[src/rtl/imem_fetch_ctrl.sv]
// imem_fetch_ctrl -- fetch-stage sequencer for the 5-stage pipeline.
// Issues sequential PCs to a fixed-latency instruction memory, tags every
// read with the current epoch and buffers the returned words in a small FIFO.
// {pc, instr} are handed to decode on a valid/ready handshake.
// Redirects flush the buffer and discard stale words. halt_req stops issue.
//
// Ports:
//   clk, rst_n              clock, synchronous active-low reset
//   imem_addr/imem_req      read address / address valid to instruction memory
//   imem_rdata              word returned MEM_LAT cycles after its request
//   redirect/redirect_pc    taken branch/jump target from EX (bits[1:0] ignored)
//   halt_req/halted         level stop request / issue stopped with nothing in flight
//   if_valid/if_ready       handshake to decode
//   if_pc/if_instr          presented instruction
// Optional: define IMEM_FETCH_PERF_EN to add the saturating perf_fetched /
// perf_dropped counters (pushed words / discarded stale responses).
module imem_fetch_ctrl #(
  parameter logic [31:0] RESET_PC   = 32'h0,
  parameter int unsigned MEM_LAT    = 1,
  parameter int unsigned FIFO_DEPTH = 4
) (
  input  logic        clk,
  input  logic        rst_n,
  output logic [31:0] imem_addr,
  output logic        imem_req,
  input  logic [31:0] imem_rdata,
  input  logic        redirect,
  input  logic [31:0] redirect_pc,
  input  logic        halt_req,
  output logic        halted,
  output logic        if_valid,
  input  logic        if_ready,
  output logic [31:0] if_pc,
  output logic [31:0] if_instr
`ifdef IMEM_FETCH_PERF_EN
  ,
  output logic [31:0] perf_fetched,
  output logic [31:0] perf_dropped
`endif
);

  localparam int unsigned AW = (FIFO_DEPTH > 1) ? $clog2(FIFO_DEPTH) : 1;
  localparam int unsigned CW = $clog2(FIFO_DEPTH + 1);
  localparam int unsigned IW = $clog2(MEM_LAT + 1);

  typedef enum logic [1:0] {S_BOOT, S_RUN, S_HALTING, S_HALTED} state_t;

  state_t                    state_q, state_d;
  logic [31:0]               fetch_pc_q, fetch_pc_d;
  logic                      epoch_q, epoch_d;
  logic [MEM_LAT-1:0]        tv_q, tv_d;
  logic [MEM_LAT-1:0]        te_q, te_d;
  logic [MEM_LAT-1:0][31:0]  tpc_q, tpc_d;
  logic [31:0]               mem_pc_q    [FIFO_DEPTH];
  logic [31:0]               mem_pc_d    [FIFO_DEPTH];
  logic [31:0]               mem_instr_q [FIFO_DEPTH];
  logic [31:0]               mem_instr_d [FIFO_DEPTH];
  logic [AW-1:0]             rd_ptr_q, rd_ptr_d, wr_ptr_q, wr_ptr_d;
  logic [CW-1:0]             count_q, count_d;

  logic          redir, pop, push, issue, tap_v, tap_e;
  logic [31:0]   tap_pc, credit;
  logic [IW-1:0] inflight;

  logic unused_pc_lsbs;
  assign unused_pc_lsbs = &{1'b0, redirect_pc[1:0]};

  always_comb begin
    state_d     = state_q;
    fetch_pc_d  = fetch_pc_q;
    epoch_d     = epoch_q;
    tv_d        = tv_q;
    te_d        = te_q;
    tpc_d       = tpc_q;
    mem_pc_d    = mem_pc_q;
    mem_instr_d = mem_instr_q;
    rd_ptr_d    = rd_ptr_q;
    wr_ptr_d    = wr_ptr_q;
    count_d     = count_q;

    redir  = redirect && (state_q != S_BOOT);
    pop    = (count_q != '0) && if_ready;
    tap_v  = tv_q[MEM_LAT-1];
    tap_e  = te_q[MEM_LAT-1];
    tap_pc = tpc_q[MEM_LAT-1];
    push   = tap_v && (tap_e == epoch_q) && !redir;

    inflight = '0;
    for (int unsigned i = 0; i < MEM_LAT; i++) begin
      inflight = inflight + IW'(tv_q[i]);
    end
    // Slots already promised: buffered words plus reads still on their way.
    credit = 32'(count_q) + 32'(inflight) - 32'(pop);
    issue  = (state_q == S_RUN) && !redir && !halt_req && (credit < FIFO_DEPTH);

    case (state_q)
      S_BOOT:    state_d = S_RUN;
      S_RUN:     if (halt_req)       state_d = S_HALTING;
      S_HALTING: if (inflight == '0) state_d = S_HALTED;
      S_HALTED:  if (!halt_req)      state_d = S_RUN;
      default:   state_d = S_BOOT;
    endcase

    if (redir) begin
      fetch_pc_d = {redirect_pc[31:2], 2'b00};
      epoch_d    = ~epoch_q;
    end else if (issue) begin
      fetch_pc_d = fetch_pc_q + 32'd4;
    end

    tv_d[0]  = issue;
    te_d[0]  = epoch_q;
    tpc_d[0] = fetch_pc_q;
    for (int unsigned i = 1; i < MEM_LAT; i++) begin
      tv_d[i]  = tv_q[i-1];
      te_d[i]  = te_q[i-1];
      tpc_d[i] = tpc_q[i-1];
    end
    // Re-stamp every in-flight tag with the outgoing epoch so that a second
    // redirect toggling the epoch back cannot revive an older read.
    if (redir) begin
      for (int unsigned i = 0; i < MEM_LAT; i++) begin
        te_d[i] = epoch_q;
      end
    end

    if (redir) begin
      rd_ptr_d = '0;
      wr_ptr_d = '0;
      count_d  = '0;
    end else begin
      if (push) begin
        mem_pc_d[wr_ptr_q]    = tap_pc;
        mem_instr_d[wr_ptr_q] = imem_rdata;
        wr_ptr_d              = wr_ptr_q + AW'(push);
      end
      rd_ptr_d = rd_ptr_q + AW'(pop);
      count_d  = count_q + CW'(push) - CW'(pop);
    end
  end

  always_ff @(posedge clk) begin
    if (!rst_n) begin
      state_q     <= S_BOOT;
      fetch_pc_q  <= RESET_PC;
      epoch_q     <= 1'b0;
      tv_q        <= '0;
      te_q        <= '0;
      tpc_q       <= '0;
      mem_pc_q    <= '{default: '0};
      mem_instr_q <= '{default: '0};
      rd_ptr_q    <= '0;
      wr_ptr_q    <= '0;
      count_q     <= '0;
    end else begin
      assert (!(push && !pop && (count_q == CW'(FIFO_DEPTH))));
      state_q     <= state_d;
      fetch_pc_q  <= fetch_pc_d;
      epoch_q     <= epoch_d;
      tv_q        <= tv_d;
      te_q        <= te_d;
      tpc_q       <= tpc_d;
      mem_pc_q    <= mem_pc_d;
      mem_instr_q <= mem_instr_d;
      rd_ptr_q    <= rd_ptr_d;
      wr_ptr_q    <= wr_ptr_d;
      count_q     <= count_d;
    end
  end

  assign imem_req  = issue;
  assign imem_addr = fetch_pc_q;
  assign halted    = (state_q == S_HALTED);
  assign if_valid  = (count_q != '0);
  assign if_pc     = mem_pc_q[rd_ptr_q];
  assign if_instr  = mem_instr_q[rd_ptr_q];

`ifdef IMEM_FETCH_PERF_EN
  logic [31:0] perf_fetched_q, perf_fetched_d;
  logic [31:0] perf_dropped_q, perf_dropped_d;

  always_comb begin
    perf_fetched_d = perf_fetched_q;
    perf_dropped_d = perf_dropped_q;
    if (push && (perf_fetched_q != '1)) perf_fetched_d = perf_fetched_q + 32'd1;
    if (tap_v && !push && (perf_dropped_q != '1)) perf_dropped_d = perf_dropped_q + 32'd1;
  end

  always_ff @(posedge clk) begin
    if (!rst_n) begin
      perf_fetched_q <= '0;
      perf_dropped_q <= '0;
    end else begin
      perf_fetched_q <= perf_fetched_d;
      perf_dropped_q <= perf_dropped_d;
    end
  end

  assign perf_fetched = perf_fetched_q;
  assign perf_dropped = perf_dropped_q;
`endif

endmodule

[config.mk]
export PLATFORM = sky130hd
export DESIGN_NAME = imem_fetch_ctrl
export DESIGN_NICKNAME = d
export VERILOG_FILES = /design/src/rtl/imem_fetch_ctrl.sv
export SDC_FILE = /design/constraint.sdc
export NUM_CORES = 1
export LEC_CHECK = 0
export CELL_PAD_IN_SITES_DETAIL_PLACEMENT = 0
export CELL_PAD_IN_SITES_GLOBAL_PLACEMENT = 1
export CORE_MARGIN = 2
export CORE_UTILIZATION = 40
export CTS_CLUSTER_DIAMETER = 50
export DETAILED_ROUTE_END_ITERATION = 8
export PLACE_DENSITY = 0.83
export SYNTH_ARGS = -nofsm -noshare
export SYNTH_HDL_FRONTEND = slang
export SYNTH_SLANG_ARGS = --single-unit
export TNS_END_PERCENT = 5
[constraint.sdc]
create_clock -name clk -period 7.2 [get_ports clk]
set_clock_uncertainty 0.15 [all_clocks]
set_input_delay 2.16 -clock clk [delete_from_list [all_inputs] [get_ports clk]]
set_output_delay 2.16 -clock clk [all_outputs]
set_load 0.02 [all_outputs]
==> out/summary.txt <==
CTS Hold Bufs: 0
drt first pass iters: 5
Hold Vio Cnt, Final: 0
Crit. End Element: output port
Vias/cell: 5.25
Synth Instances: 1,544
Max Slew Vio Count: 0
first-pass GRT wire length: 57,400 um
period utilization: 95.5%
clock root cell: clkbuf_16
Leak: 5.31 nW
Syn Std Cell Area: 13,300 um2
synth warn: 0
Max clock buf depth: 3
via count: 11,100
initial antenna violation count: 0
dominant synthesized flop cell: dfxtp_1
Hold WS: 300 ps
register bit count reported by yosys: 320
die extent in x: 186 um
Iter 0 DRT Violations: 722
WL/cell: 17.0 um
grt ovf: 0
critical path type: input pin to output port
class of the worst hold path: flip-flop to flip-flop
post-route minimum period: 6880 ps
HP Start: mem_instr_q[27]
drc violations: 0
starting density of the core: 40.7%
largest net degree at the start of global routing: 139
Critical Path AT: 4570 ps
Max IR drop VDD: 0.162 mV
setup repair after global routing missed its margin: no
sequential fraction of the synthesis area: 48.3%
Post-CTS Setup Bufs: 0
design area: 16,500 um2
leading area contributor after synthesis: dfxtp_1
PD cells: 294 nW/um2
crit path from: if_ready
Synth area leaders: dfxtp_1 (48%), nand2_1 (15%), mux4_2 (11%), a21oi_1 (9.4%), clkbuf_1 (2.6%)
Max-slew headroom: 15.0%
placed cell area: 15,200 um2
Reg2Reg Launch Point: count_q[1]
number of synthesized flops with an enable pin: 0
Final setup viols: 0
Clock Latency Late Sink: 510 ps
Post-synth ARST share: 0%
DIE HEIGHT: 186 um
post-route ant nets: 0
vias in the first global route: 11,000
Worst-path clk slew: 50 ps
Max Cap Violations: 0
Avg Inst Size Synth: 8.59 um2
status: complete, no violations
HPWL Detailed: 21,200 um
setup ws final: 322 ps
I/O pins: 168
measured slew at the worst slew-check pin: 1250 ps
n_diodes: 0
layout cells sized above 1: 9.74%
filler cell count: 3,068
Synth cell types: 47
post-cts resize count: 0
port bufs: 161
worst-path maximum fanout: 3
Setup TNS: 0 ps
Detailed Route WL: 35,900 um
post-placement setup slack: 320 ps
nets: 1,727
core box area: 32,600 um2
GPL Wtd Cong: 0.776
CTS sink count: 320
CP required: 4890 ps
All-Layer GR Usage: 20.8%
Max Freq: 0.145 GHz
H-tree depth: 2
Yosys top cell area share: 48.3%
Tot Pwr: 4.84 mW
Rows: 66
CTS tree: yes
Die ar.: 34,600 um2
kind of start point of the critical path: input pin
TritonCTS Buffers: 39
area grow syn2layout: 24.3%
## state kept, by name, summed over array words and instances (netlist names)
name and cells:
wr_ptr_q 2, tap_v 1, tap_pc 30, epoch_q 1, mem_instr_q 128, count_q 3
tap_e 1, imem_addr 30, rd_ptr_q 2, state_q 2, mem_pc_q 120
## worst max-delay path, stage by stage
cell	delay, ps
clkdlybuf4s50_1	510
nand2_1	80
or2_2	280
ha_1	280
a31oi_2	190
mux2_2	360
nand2_1	110
nor2_1	50
clkdlybuf4s50_1	540
## routing by layer
layer / global-route usage, % / up-vias / share of wire (%)
li1: - / 5480 / -
met1: 28.0 / 5186 / 45
met2: 34.6 / 383 / 46
met3: 3.72 / 51 / 7.3
met4: 5.39 / 0 / 1.7
met5: 0 / - / 0
## final timing paths
kind | end | cells past startpoint | slack [ps]
hold / removal | mem_instr_q[27] | 2 | 300
hold reg to reg | mem_instr_q[27] | 2 | 300
setup reg to reg | imem_addr[2] | 9 | 3800
setup / recovery | imem_req | 9 | 320
## kinds of logic (layout without fill, tap and decap cells)
| logic type | Yosys count | count (layout) | synth area share [%] |
|---|---|---|---|
| buffers and inverters | 134 | 261 | 4.17 |
| other | 1 | 4 | 0.0283 |
| adder cells (fa/ha/maj) | 11 | 11 | 1.09 |
| multiplexers | 65 | 65 | 10.8 |
| flip-flops | 320 | 320 | 48.3 |
| XOR/XNOR | 9 | 9 | 0.594 |
| AND/OR/NAND/NOR | 677 | 677 | 21.9 |
| AO/OA/AOI/OAI | 327 | 327 | 13.1 |
## area by class of cell
class	count	area, um2	area share (%)
clock buffer	56	1150	6.99
clock inverter	12	146	0.888
inverter	9	38.8	0.235
multi-input combinational	1093	6360	38.6
sequential	320	6410	38.9
tap	442	553	3.35
timing repair buffer	184	1830	11.1
## per-stage QoR
| stage | utilization [%] | instances |
|---|---|---|
| 2_1_floorplan | - | 1547 |
| 3_3_place_gp | 46.6 | 2048 |
| 3_5_place_dp | 46.6 | 2048 |
| 4_1_cts | 50.6 | 2116 |
| 5_1_grt | 50.6 | 2116 |
| 6_report | 50.6 | 2116 |
## power breakdown
group | internal, mW | leakage [nW] | total, mW | switching [mW]
logic | 0.363 | 2.08 | 0.856 | 0.493
clock network | 1.22 | 0.646 | 1.95 | 0.735
registers | 1.87 | 2.59 | 2.03 | 0.166
total | 3.45 | 5.31 | 4.84 | 1.39
## layout by cell type, fill, tap and decap left out, types with 3 or more instances in the layout
| cell type | instances |
|---|---|
| a211oi_1 | 4 |
| a21oi_1 | 249 |
| a311oi_1 | 6 |
| a31oi_1 | 14 |
| and2_1 | 33 |
| and3_1 | 6 |
| and4_1 | 5 |
| buf_12 | 4 |
| buf_4 | 19 |
| bufinv_16 | 3 |
| clkbuf_1 | 8 |
| clkbuf_16 | 41 |
| clkbuf_8 | 7 |
| clkdlybuf4s50_1 | 160 |
| clkinv_2 | 6 |
| conb_1 | 4 |
| dfxtp_1 | 318 |
| ha_1 | 10 |
| inv_1 | 7 |
| mux4_2 | 62 |
| nand2_1 | 522 |
| nand3_1 | 13 |
| nand4_1 | 16 |
| nor2_1 | 23 |
| nor3_1 | 16 |
| nor3b_1 | 9 |
| nor4_1 | 4 |
| o21ai_0 | 36 |
| o31ai_1 | 12 |
| or3_1 | 3 |
| or4_1 | 12 |
| xnor2_1 | 5 |
| xor2_1 | 4 |
## synth_stat cells, drive strengths merged (9+ instances only)
cell,n
inv,9
a31oi,15
nor2,23
dfxtp,320
and2,33
clkbuf,92
nor3,17
nor3b,11
ha,10
mux4,62
o21ai,36
or4,12
o31ai,12
nand2,522
nand4,16
nand3,15
a21oi,249
buf,33
Power figures use the tool's default switching activity.
